===== src/rtl/systolic_array_pkg.sv =====
// Shared types for the systolic array host-side bus logic.
package systolic_array_pkg;

    typedef logic [31:0] word_t;

    typedef enum logic [2:0] {
        IDLE,
        WRITE,
        RD_ADDR,
        RD_DATA,
        RESP
    } bus_init_state_t;

    typedef struct packed {
        logic  write;
        word_t addr;
        word_t wdata;
    } bus_cmd_t;

    typedef struct packed {
        logic  write;
        word_t rdata;
        logic  err;
    } bus_rsp_t;

endpackage


===== src/rtl/bus_watchdog.sv =====
// Cycle watchdog: cleared on bus-phase entry, counts while enabled, and
// saturates so a late handshake on the last cycle cannot wrap it.
module bus_watchdog #(
    parameter int LIMIT = 1024
) (
    input  logic clk,
    input  logic rst,
    input  logic i_clear,
    input  logic i_enable,
    output logic o_expired
);

    localparam int CW = (LIMIT > 2) ? $clog2(LIMIT) : 1;
    localparam logic [CW-1:0] LAST = CW'(LIMIT - 1);

    logic [CW-1:0] r_count;

    // NOTE: state registers use non-blocking assignments so every flop
    // samples pre-edge values regardless of process ordering.
    always_ff @(posedge clk or posedge rst) begin
        if (rst) begin
            r_count <= '0;
        end else if (i_clear) begin
            r_count <= '0;
        end else if (i_enable && (r_count != LAST)) begin
            r_count <= r_count + CW'(1);
        end
    end

    assign o_expired = (r_count == LAST);

endmodule


===== src/rtl/bus_initiator.sv =====
// Single-outstanding initiator: turns cmd/rsp handshakes into AW/W/AR/R
// channel transfers, with a watchdog that aborts a stalled responder.
module bus_initiator
    import systolic_array_pkg::*;
#(
    parameter int TIMEOUT_CYCLES = 1024
) (
    input  logic  clk,
    input  logic  rst,
    input  logic  cmd_valid,
    output logic  cmd_ready,
    input  logic  cmd_write,
    input  word_t cmd_addr,
    input  word_t cmd_wdata,
    output logic  rsp_valid,
    input  logic  rsp_ready,
    output logic  rsp_write,
    output word_t rsp_rdata,
    output logic  rsp_err,
    output logic  AWVALID,
    output word_t AWADDR,
    input  logic  AWREADY,
    output logic  WDVALID,
    output word_t WDATA,
    input  logic  WDREADY,
    output logic  ARVALID,
    output word_t ARADDR,
    input  logic  ARREADY,
    output logic  RDREADY,
    input  logic  RDVALID,
    input  word_t RDATA
);

    bus_init_state_t r_state, w_state_nx;
    logic     r_awvalid, r_wdvalid, r_arvalid, r_rdready, r_rsp_valid;
    logic     w_awvalid_nx, w_wdvalid_nx, w_arvalid_nx, w_rdready_nx, w_rsp_valid_nx;
    word_t    r_awaddr, r_wdata, r_araddr;
    word_t    w_awaddr_nx, w_wdata_nx, w_araddr_nx;
    bus_rsp_t r_rsp, w_rsp_nx;
    bus_cmd_t w_cmd;

    logic w_aw_done, w_w_done, w_wd_clear, w_wd_enable, w_expired;

    assign w_cmd = '{write: cmd_write, addr: cmd_addr, wdata: cmd_wdata};

    // A channel is done once its VALID has dropped or it handshakes now.
    assign w_aw_done = !r_awvalid || AWREADY;
    assign w_w_done  = !r_wdvalid || WDREADY;

    assign w_wd_clear  = (r_state == IDLE) && cmd_valid;
    assign w_wd_enable = (r_state == WRITE) || (r_state == RD_ADDR) || (r_state == RD_DATA);

    bus_watchdog #(
        .LIMIT(TIMEOUT_CYCLES)
    ) u_watchdog (
        .clk      (clk),
        .rst      (rst),
        .i_clear  (w_wd_clear),
        .i_enable (w_wd_enable),
        .o_expired(w_expired)
    );

    // NOTE: every signal gets its hold value first so no path infers a latch.
    always_comb begin
        w_state_nx     = r_state;
        w_awvalid_nx   = r_awvalid;
        w_wdvalid_nx   = r_wdvalid;
        w_arvalid_nx   = r_arvalid;
        w_rdready_nx   = r_rdready;
        w_awaddr_nx    = r_awaddr;
        w_wdata_nx     = r_wdata;
        w_araddr_nx    = r_araddr;
        w_rsp_valid_nx = r_rsp_valid;
        w_rsp_nx       = r_rsp;
        unique case (r_state)
            IDLE: begin
                if (cmd_valid) begin
                    if (w_cmd.write) begin
                        w_state_nx   = WRITE;
                        w_awvalid_nx = 1'b1;
                        w_wdvalid_nx = 1'b1;
                        w_awaddr_nx  = w_cmd.addr;
                        w_wdata_nx   = w_cmd.wdata;
                    end else begin
                        w_state_nx   = RD_ADDR;
                        w_arvalid_nx = 1'b1;
                        w_araddr_nx  = w_cmd.addr;
                    end
                end
            end
            WRITE: begin
                if (AWREADY) w_awvalid_nx = 1'b0;
                if (WDREADY) w_wdvalid_nx = 1'b0;
                if (w_aw_done && w_w_done) begin
                    w_state_nx     = RESP;
                    w_rsp_valid_nx = 1'b1;
                    w_rsp_nx       = '{write: 1'b1, rdata: '0, err: 1'b0};
                end else if (w_expired) begin
                    w_state_nx     = RESP;
                    w_awvalid_nx   = 1'b0;
                    w_wdvalid_nx   = 1'b0;
                    w_rsp_valid_nx = 1'b1;
                    w_rsp_nx       = '{write: 1'b1, rdata: '0, err: 1'b1};
                end
            end
            RD_ADDR: begin
                if (ARREADY) begin
                    w_state_nx   = RD_DATA;
                    w_arvalid_nx = 1'b0;
                    w_rdready_nx = 1'b1;
                end else if (w_expired) begin
                    w_state_nx     = RESP;
                    w_arvalid_nx   = 1'b0;
                    w_rsp_valid_nx = 1'b1;
                    w_rsp_nx       = '{write: 1'b0, rdata: '0, err: 1'b1};
                end
            end
            RD_DATA: begin
                if (RDVALID) begin
                    w_state_nx     = RESP;
                    w_rdready_nx   = 1'b0;
                    w_rsp_valid_nx = 1'b1;
                    w_rsp_nx       = '{write: 1'b0, rdata: RDATA, err: 1'b0};
                end else if (w_expired) begin
                    w_state_nx     = RESP;
                    w_rdready_nx   = 1'b0;
                    w_rsp_valid_nx = 1'b1;
                    w_rsp_nx       = '{write: 1'b0, rdata: '0, err: 1'b1};
                end
            end
            RESP: begin
                if (rsp_ready) begin
                    w_state_nx     = IDLE;
                    w_rsp_valid_nx = 1'b0;
                end
            end
            default: w_state_nx = IDLE;
        endcase
    end

    always_ff @(posedge clk or posedge rst) begin
        if (rst) begin
            r_state     <= IDLE;
            r_awvalid   <= 1'b0;
            r_wdvalid   <= 1'b0;
            r_arvalid   <= 1'b0;
            r_rdready   <= 1'b0;
            r_awaddr    <= '0;
            r_wdata     <= '0;
            r_araddr    <= '0;
            r_rsp_valid <= 1'b0;
            r_rsp       <= '0;
        end else begin
            r_state     <= w_state_nx;
            r_awvalid   <= w_awvalid_nx;
            r_wdvalid   <= w_wdvalid_nx;
            r_arvalid   <= w_arvalid_nx;
            r_rdready   <= w_rdready_nx;
            r_awaddr    <= w_awaddr_nx;
            r_wdata     <= w_wdata_nx;
            r_araddr    <= w_araddr_nx;
            r_rsp_valid <= w_rsp_valid_nx;
            r_rsp       <= w_rsp_nx;
        end
    end

    // Gated by rst so the command port reads not-ready throughout reset.
    assign cmd_ready = (r_state == IDLE) && !rst;
    assign AWVALID   = r_awvalid;
    assign AWADDR    = r_awaddr;
    assign WDVALID   = r_wdvalid;
    assign WDATA     = r_wdata;
    assign ARVALID   = r_arvalid;
    assign ARADDR    = r_araddr;
    assign RDREADY   = r_rdready;
    assign rsp_valid = r_rsp_valid;
    assign rsp_write = r_rsp.write;
    assign rsp_rdata = r_rsp.rdata;
    assign rsp_err   = r_rsp.err;

endmodule


===== config.mk =====
export PLATFORM = sky130hd
export DESIGN_NAME = bus_initiator
export DESIGN_NICKNAME = d
export VERILOG_FILES = /design/src/rtl/systolic_array_pkg.sv /design/src/rtl/bus_watchdog.sv /design/src/rtl/bus_initiator.sv
export SDC_FILE = /design/constraint.sdc
export NUM_CORES = 1
export LEC_CHECK = 0
export CORE_MARGIN = 3
export CORE_UTILIZATION = 47
export DETAILED_ROUTE_END_ITERATION = 6
export PLACE_DENSITY = 0.86
export SYNTH_ARGS = -nofsm -noshare
export SYNTH_HDL_FRONTEND = slang
export SYNTH_HIERARCHICAL = 1
export SYNTH_SLANG_ARGS = --single-unit

===== constraint.sdc =====
create_clock -name clk -period 9.45 [get_ports clk]
set_input_delay 2.835 -clock clk [delete_from_list [all_inputs] [get_ports clk]]
set_output_delay 2.835 -clock clk [all_outputs]
set_load 0.05 [all_outputs]

-- Word level (Yosys, flattened, before mapping)
Index checks and enable logic that the tools add are counted.
- memories: 0
- input bits: 105
- output and inout port bits: 136
- memory bits (writable): 0
- bits in latches: 0
- bits in registers: 148
- ROM bits: 0
- reduce and logical (&&, ||, !) cells: 26
- muxes and demuxes: 40
- shift-type cells: 0
- equal/unequal tests: 15
- $add $sub $neg: 1
- div/mod/pow operators: 0
- $mul: 0
- order comparisons: 0
- bitwise logic cells: 1
- operators by type and width (kind ; number):
    34-bit 2-to-1 mux ; 5
    34-bit one-hot mux with 3 select lines ; 1
    10-bit 2-to-1 mux ; 2
    1-bit 2-to-1 mux ; 19
    3-bit 2-to-1 mux ; 6
    3-bit AND reduction ; 6
    3-bit one-hot mux with 5 select lines ; 1
    2-bit inequality test, second input constant ; 6
    10-bit by 1-bit adder with 10-bit output, second input constant ; 1
    10-bit equality test, second input constant ; 1
    10-bit inequality test, second input constant ; 1
    1-bit one-hot mux with 2 select lines ; 4
    2-bit nonzero test ; 4
    3-bit by 2-bit equality test with 1-bit output, second input constant ; 2
    3-bit by 2-bit inequality test with 1-bit output, second input constant ; 2
    1-bit logical AND ; 4
    1-bit logical OR ; 4
    1-bit one-hot mux with 4 select lines ; 1
    4-bit AND reduction ; 1
    4-bit nonzero test ; 1
    3-bit by 1-bit equality test with 1-bit output, second input constant ; 1
    3-bit equality test, second input constant ; 1
    1-bit logical NOT ; 3
    3-bit logical NOT ; 1
    other kinds (5) ; 5

-- Depth between registers and ports, before layout
Gate-level depths: netlist of run 1.
- depth in word-level cells: 6
- mapped depth: 8
- mapped depth without buffers: 7

-- By module
The synthesis of run 1 kept the hierarchy.
- modules (own cells, without submodules) (module ; sequential area each (µm²) ; instances ; area an instance (µm²) ; cells an instance):
    bus_initiator ; 3453.3 ; 1 ; 5398.9 ; 338
    bus_watchdog ; 250.2 ; 1 ; 636.9 ; 70

-- Least setup slack after synthesis of run 1
OpenSTA, ideal clock, no wires.
- path type: in2out
- start: input port rst
- end: output port cmd_ready
- arrival: 4.284 ns
- data required time: 6.615 ns
- path slack: 2.331 ns
- stages: 1
- cell sequence: nor4_1
- longest elaborated chain between the ends: 2
- RTL lines (item ; RTL line ; source):
    start: declaration ; bus_initiator.sv:9 ; input logic rst,
    1-bit logical NOT ; bus_initiator.sv:168 ; assign cmd_ready = (r_state == IDLE) && !rst;
    1-bit logical AND ; bus_initiator.sv:168 ;
    end: declaration ; bus_initiator.sv:11 ; output logic cmd_ready,
No other way between the ends.

-- Worst setup path in the final report of run 1
Same ends and word-level chain as after synthesis.

==> flow_results.xml, run 1 <==
<?xml version="1.0" encoding="UTF-8"?>
<metrics>
  <group name="status">
    <metric name="run_status" unit="">complete, no violations</metric>
  </group>
  <group name="sta">
    <metric name="skew" unit="ns">0.00560</metric>
    <metric name="maximum_clock_frequency" unit="MHz">137</metric>
    <metric name="fin_tns_setup" unit="ns">0</metric>
    <metric name="post-route-min-period" unit="ns">7.31</metric>
    <metric name="rsz0062_at_grt" unit="">no</metric>
    <metric name="timing.slew.headroom" unit="%">22.2</metric>
    <metric name="worst_pin_slew" unit="ns">1.16</metric>
    <metric name="timing_hold_violations_final" unit="">0</metric>
    <metric name="report.final.setup_viol" unit="">0</metric>
    <metric name="report.final.slew_viol_count" unit="">0</metric>
    <metric name="timing.final.crit_share" unit="%">77.4</metric>
  </group>
  <group name="route">
    <metric name="drt_first_pass_iters" unit="">4</metric>
    <metric name="drt-initial-drc-count" unit="">297</metric>
    <metric name="route.final.wire_length" unit="um">15700</metric>
    <metric name="post_drt_wl_per_cell" unit="um">19.0</metric>
    <metric name="drc_errors" unit="">0</metric>
    <metric name="ant_nets" unit="">0</metric>
    <metric name="via_per_inst" unit="">5.29</metric>
    <metric name="detailroute.via_count" unit="">4375</metric>
  </group>
  <group name="flow_run">
    <metric name="max_cap_violations" unit="">0</metric>
  </group>
  <group name="clocking">
    <metric name="count_of_h_tree_levels_built_during_cts" unit="">4</metric>
    <metric name="clock_insertion_delay_worst_skew" unit="ns">0.41</metric>
    <metric name="tritoncts_clock_tree" unit="">yes</metric>
    <metric name="holdBufCountCts" unit="">0</metric>
    <metric name="post_cts_resized" unit="">0</metric>
    <metric name="cts-root-buf" unit="">clkbuf_16</metric>
    <metric name="post_cts.repair.setup_buffers" unit="">0</metric>
    <metric name="clk_pin_slew_worst_paths" unit="ns">0.06</metric>
    <metric name="numCtsBuffers" unit="">17</metric>
    <metric name="clock_path_buffers" unit="">2</metric>
    <metric name="clkSinkCount" unit="">148</metric>
  </group>
  <group name="floorplan">
    <metric name="die_area" unit="mm^2">0.0142</metric>
    <metric name="start_util" unit="%">49.2</metric>
    <metric name="coreArea" unit="mm^2">0.0123</metric>
    <metric name="placement_rows" unit="">40</metric>
    <metric name="die_h" unit="um">119</metric>
    <metric name="design.portCount" unit="">241</metric>
    <metric name="die_width" unit="um">119</metric>
  </group>
  <group name="critical_path">
    <metric name="cp-end-kind" unit="">output port</metric>
    <metric name="cell_with_the_most_instances_on_the_worst_path" unit="">clkdlybuf4s50_1</metric>
    <metric name="worstRegToRegCells" unit="">6</metric>
    <metric name="cp_num_buf_inv" unit="">2</metric>
    <metric name="worst_path_largest_cell_delay" unit="ns">0.87</metric>
    <metric name="setup.worst_path.class" unit="">input port to output port</metric>
    <metric name="cp_num_cells" unit="">3</metric>
    <metric name="cp.arrival" unit="ns">4.48</metric>
    <metric name="crit_path_slowest_cell" unit="">clkdlybuf4s50_1</metric>
    <metric name="critical_path_cell_by_cell" unit="">clkdlybuf4s50_1 -&gt; nor4_1 -&gt; clkdlybuf4s50_1</metric>
    <metric name="critPathLaunchType" unit="">input port</metric>
    <metric name="critPathTopFamily" unit="">buffers and inverters</metric>
    <metric name="critPathMaxFanout" unit="">3</metric>
    <metric name="crit_required" unit="ns">6.62</metric>
  </group>
  <group name="yosys">
    <metric name="register_bit_count_reported_by_yosys" unit="">148</metric>
    <metric name="synth_area" unit="mm^2">0.00604</metric>
    <metric name="yosysWarnings" unit="">6</metric>
    <metric name="mux_cell_area_share_after_synthesis" unit="%">20.5</metric>
    <metric name="most_common_flop_cell_mapped_by_yosys" unit="">dfrtp_1</metric>
    <metric name="synth_xor_area_share" unit="%">0</metric>
    <metric name="post_synthesis_instance_total" unit="">408</metric>
    <metric name="synth_compound_gate_area_share" unit="%">9.25</metric>
    <metric name="synth-seq-area-share" unit="%">61.4</metric>
    <metric name="synth.lib_cells_used.distinct" unit="">47</metric>
    <metric name="post_synth.cell_area_avg" unit="um^2">14.8</metric>
    <metric name="synth_top_area_cell" unit="">dfrtp_1</metric>
    <metric name="postSynth.asyncResetShare" unit="%">100</metric>
    <metric name="yosys.area_share.simple" unit="%">5.49</metric>
    <metric name="edff_count_synth" unit="">0</metric>
    <metric name="syn_nets" unit="">514</metric>
    <metric name="top_post_synthesis_cells_by_area" unit="">dfrtp_1, mux2_2, mux2_4, a22o_1, buf_6</metric>
    <metric name="largest_family_of_logic_cells_by_synthesized_area" unit="">multiplexers</metric>
    <metric name="yosys.area_share.adder" unit="%">0.207</metric>
    <metric name="yosysTopAreaCellShare" unit="%">61.4</metric>
  </group>
  <group name="placement">
    <metric name="finalWeightedCongestion" unit="">0.874</metric>
    <metric name="port_buffers" unit="">240</metric>
    <metric name="detailed_place_hpwl" unit="um">11100</metric>
  </group>
  <group name="worst_hold_path">
    <metric name="timing.hold.worst_path_depth" unit="">1</metric>
    <metric name="holdCritPathClass" unit="">register to register</metric>
  </group>
  <group name="cells_and_area">
    <metric name="commonest_non_fill_non_tap_cell_in_the_layout" unit="">clkdlybuf4s50_1</metric>
    <metric name="layout.cells.most_common_list" unit="">clkdlybuf4s50_1, dfrtp_1, mux2_2</metric>
    <metric name="syn_to_final_growth" unit="%">50.4</metric>
    <metric name="insertedDiodeCount" unit="">0</metric>
    <metric name="share_of_final_layout_standard_cells_stronger_than_drive_strength_1" unit="%">21.7</metric>
    <metric name="layout.nets" unit="">752</metric>
  </group>
  <group name="global_route">
    <metric name="grt_usage" unit="%">23.0</metric>
    <metric name="initial_antenna_violation_count" unit="">0</metric>
    <metric name="grt_overflow_total" unit="">0</metric>
    <metric name="grt_max_degree" unit="">79</metric>
    <metric name="wire_length_of_the_first_global_routing_pass" unit="um">25800</metric>
    <metric name="vias_in_the_first_global_route" unit="">4825</metric>
  </group>
</metrics>
[worst reg2reg max path, cell delays in order, from the launching register on]
cell and delay [ns]:
dfrtp_1 0.44, ha_1 0.32, nand2_1 0.13, nor3_1 0.90, o211ai_1 0.69, buf_4 0.43
a22o_1 0.27
[per-layer routing]
layer	part of all wire, %	vias up	global-route usage (%)
met2	52	175	39.5
met1	37	2212	25.5
li1	-	1970	-
met4	1.2	0	7.37
met3	9.5	18	10.5
met5	0	-	0
[stage by stage]
step / util [%] / setup WS, ns / cells / cell area (um^2) / hold slack [ns]
after floorplan: - / 2.33 / 408 / 6040 / 0.523
after global placement: 69.6 / 2.22 / 795 / 8530 / 0.478
after detailed placement: 69.6 / 2.13 / 795 / 8530 / 0.490
after CTS: 74.0 / 2.12 / 827 / 9080 / 0.508
after global routing: 74.0 / 2.03 / 827 / 9080 / 0.519
final: 74.0 / 2.14 / 827 / 9080 / 0.501
[Yosys cell counts (all sizes together) (4+ instances only)]
cell type,instances
a21oi,12
mux2,97
nand2b,6
a211oi,5
inv,9
o21ai,7
nand3,4
a22o,32
nor3,5
nor4,5
clkbuf,7
nand2,8
buf,18
nor2,8
dfrtp,148
[layout make-up]
class                      count  area (um^2)
clock buffer                  18          429
clock inverter                14          115
fill                         786         3190
inverter                       9         38.8
multi-input combinational    226         2150
sequential                   148         3700
tap                          168          210
timing repair buffer         244         2430
[state kept, by name, indices dropped and copies added, names as in the netlist]
name and flops:
AWADDR 32, RDREADY 1, WDVALID 1, rsp_write 1
ARVALID 1, WDATA 32, rsp_rdata 32, AWVALID 1
u_watchdog/r_count 10, rsp_err 1, rsp_valid 1, r_state 3
ARADDR 32
[cells by family after synthesis]
logic type               Yosys count
multiplexers                      97
AO/OA/AOI/OAI                     74
buffers and inverters             34
adder cells (fa/ha/maj)            1
flip-flops                       148
AND/OR/NAND/NOR                   54
[worst paths after layout]
| kind | start | to | slack, ns |
|---|---|---|---|
| worst max-delay path | rst | cmd_ready | 2.14 |
| worst min-delay path | ARADDR[9] | ARADDR[9] | 0.50 |
| worst max register to register | u_watchdog/r_count[0] | rsp_rdata[8] | 6.15 |
| worst min register to register | ARADDR[9] | ARADDR[9] | 0.50 |
| max in group asynchronous | rst | rsp_rdata[7] | 5.15 |
| min in group asynchronous | rst | u_watchdog/r_count[2] | 2.88 |
Power of run 1 is left out: the tool's default activity adds up to more than one toggle a clock period on the data nets, which glitch-free logic cannot reach.
==> run 2: changes to the inputs <==
CORE_UTILIZATION = 39   (was 47)
PLACE_DENSITY = 0.76   (was 0.86)
clock period = 6.4 ns   (was 9.45 ns; I/O delays follow)
==> run 2 against run 1 <==
Effect of this change: sequential share of layout area fell by 0.31 points; first-iteration DRC count rose by 4.7%; global-route usage fell by 4.3 points; utilization fell by 12 points; die area rose by 19%; final area rose by 0.77%; clock skew fell by 0.00060 ns.
==> flow_results.xml, run 2 (synthesis gave the netlist of run 1 again) <==
<?xml version="1.0" encoding="UTF-8"?>
<metrics>
  <group name="route">
    <metric name="drc_errors" unit="">0</metric>
    <metric name="route.final.wire_length" unit="um">15800</metric>
    <metric name="post_drt_wl_per_cell" unit="um">18.8</metric>
    <metric name="via_per_inst" unit="">5.17</metric>
    <metric name="drt-initial-drc-count" unit="">311</metric>
    <metric name="detailroute.via_count" unit="">4349</metric>
    <metric name="drt_first_pass_iters" unit="">4</metric>
    <metric name="ant_nets" unit="">0</metric>
  </group>
  <group name="global_route">
    <metric name="grt_usage" unit="%">18.7</metric>
    <metric name="initial_antenna_violation_count" unit="">0</metric>
    <metric name="grt_overflow_total" unit="">0</metric>
    <metric name="grt_max_degree" unit="">109</metric>
    <metric name="wire_length_of_the_first_global_routing_pass" unit="um">24700</metric>
    <metric name="vias_in_the_first_global_route" unit="">4628</metric>
  </group>
  <group name="clocking">
    <metric name="post_cts.repair.setup_buffers" unit="">0</metric>
    <metric name="clk_pin_slew_worst_paths" unit="ns">0.06</metric>
    <metric name="count_of_h_tree_levels_built_during_cts" unit="">4</metric>
    <metric name="numCtsBuffers" unit="">17</metric>
    <metric name="tritoncts_clock_tree" unit="">yes</metric>
    <metric name="post_cts_resized" unit="">0</metric>
    <metric name="cts-root-buf" unit="">clkbuf_16</metric>
    <metric name="clkSinkCount" unit="">148</metric>
    <metric name="clock_path_buffers" unit="">2</metric>
    <metric name="clock_insertion_delay_worst_skew" unit="ns">0.41</metric>
    <metric name="holdBufCountCts" unit="">0</metric>
  </group>
  <group name="sta">
    <metric name="timing.final.crit_share" unit="%">85.2</metric>
    <metric name="rsz0062_at_grt" unit="">no</metric>
    <metric name="worst_pin_slew" unit="ns">1.14</metric>
    <metric name="report.final.setup_viol" unit="">0</metric>
    <metric name="skew" unit="ns">0.00500</metric>
    <metric name="report.final.slew_viol_count" unit="">0</metric>
    <metric name="timing.slew.headroom" unit="%">23.9</metric>
    <metric name="fin_tns_setup" unit="ns">0</metric>
    <metric name="timing_hold_violations_final" unit="">0</metric>
    <metric name="post-route-min-period" unit="ns">5.45</metric>
    <metric name="fin_worst_hold_slack" unit="ns">0.495</metric>
    <metric name="maximum_clock_frequency" unit="MHz">183</metric>
  </group>
  <group name="critical_path">
    <metric name="cell_with_the_most_instances_on_the_worst_path" unit="">clkdlybuf4s50_1</metric>
    <metric name="critical_path_cell_by_cell" unit="">clkdlybuf4s50_1 -&gt; nor4_1 -&gt; clkdlybuf4s50_1</metric>
    <metric name="setup.worst_path.class" unit="">input port to output port</metric>
    <metric name="cp_num_buf_inv" unit="">2</metric>
    <metric name="crit_required" unit="ns">4.48</metric>
    <metric name="crit_path_slowest_cell" unit="">clkdlybuf4s50_1</metric>
    <metric name="cp.arrival" unit="ns">3.53</metric>
    <metric name="critPathMaxFanout" unit="">3</metric>
    <metric name="worst_path_largest_cell_delay" unit="ns">0.86</metric>
    <metric name="critPathTopFamily" unit="">buffers and inverters</metric>
    <metric name="critPathLaunchType" unit="">input port</metric>
    <metric name="cp-end-kind" unit="">output port</metric>
    <metric name="ff2ff_setup_slack" unit="ns">3.37</metric>
  </group>
  <group name="cells_and_area">
    <metric name="final_core_utilization" unit="%">61.8</metric>
    <metric name="layout.nets" unit="">752</metric>
    <metric name="commonest_non_fill_non_tap_cell_in_the_layout" unit="">clkdlybuf4s50_1</metric>
    <metric name="insertedDiodeCount" unit="">0</metric>
    <metric name="layout.cell_area.non_filler" unit="mm^2">0.00915</metric>
    <metric name="layout.cells.most_common_list" unit="">clkdlybuf4s50_1, dfrtp_1, mux2_2</metric>
    <metric name="share_of_final_layout_standard_cells_stronger_than_drive_strength_1" unit="%">21.5</metric>
    <metric name="syn_to_final_growth" unit="%">51.5</metric>
  </group>
  <group name="floorplan">
    <metric name="die_width" unit="um">130</metric>
    <metric name="die_area" unit="mm^2">0.0170</metric>
    <metric name="die_h" unit="um">130</metric>
    <metric name="start_util" unit="%">40.8</metric>
    <metric name="coreArea" unit="mm^2">0.0148</metric>
    <metric name="design.portCount" unit="">241</metric>
    <metric name="placement_rows" unit="">44</metric>
  </group>
  <group name="flow_run">
    <metric name="max_cap_violations" unit="">0</metric>
  </group>
  <group name="placement">
    <metric name="placed_area" unit="mm^2">0.00855</metric>
    <metric name="finalWeightedCongestion" unit="">0.773</metric>
    <metric name="detailed_place_hpwl" unit="um">11200</metric>
    <metric name="port_buffers" unit="">240</metric>
  </group>
  <group name="worst_hold_path">
    <metric name="holdCritPathClass" unit="">register to register</metric>
  </group>
  <group name="status">
    <metric name="run_status" unit="">complete, no violations</metric>
  </group>
</metrics>
run 2: cell count changes in the layout (fill, tap and decap cells not counted):
cell,delta
clkinvlp_4,-2
clkinv_2,-5
clkinv_4,-2
clkbuf_8,+5
bufinv_16,+1
inv_6,+1
run 2: path summary, 6_finish.rpt:
kind | from | end | depth (start not counted)
min reg2reg | rsp_write | rsp_write | 1
min | rsp_write | rsp_write | 1
min in group asynchronous | rst | u_watchdog/r_count[3] | 2
max reg2reg | u_watchdog/r_count[0] | rsp_rdata[27] | 6
max in group asynchronous | rst | AWADDR[16] | 3
max | rst | cmd_ready | 3
run 2: through the flow:
| stage | setup WS (ns) | cells |
|---|---|---|
| after detailed placement | 0.956 | 811 |
| after CTS | 0.946 | 841 |
| after floorplan | 0.784 | 408 |
| after global routing | 0.932 | 841 |
| final | 0.950 | 841 |
| after global placement | 0.982 | 811 |
run 2: layout make-up:
| type | instances | area (um^2) |
|---|---|---|
| Clock buffer | 23 | 498 |
| Clock inverter | 7 | 96.3 |
| Fill cell | 1097 | 5660 |
| Inverter | 9 | 38.8 |
| Multi-Input combinational cell | 226 | 2150 |
| Sequential cell | 148 | 3700 |
| Tap cell | 184 | 230 |
| Timing Repair Buffer | 244 | 2430 |
run 2: layer usage:
layer	wire (um)	global-route usage (%)
met4	320	6.72
met2	7950	31.0
met3	1450	7.85
met5	0	0
met1	6060	21.9
Power of run 2 is left out for the same reason.
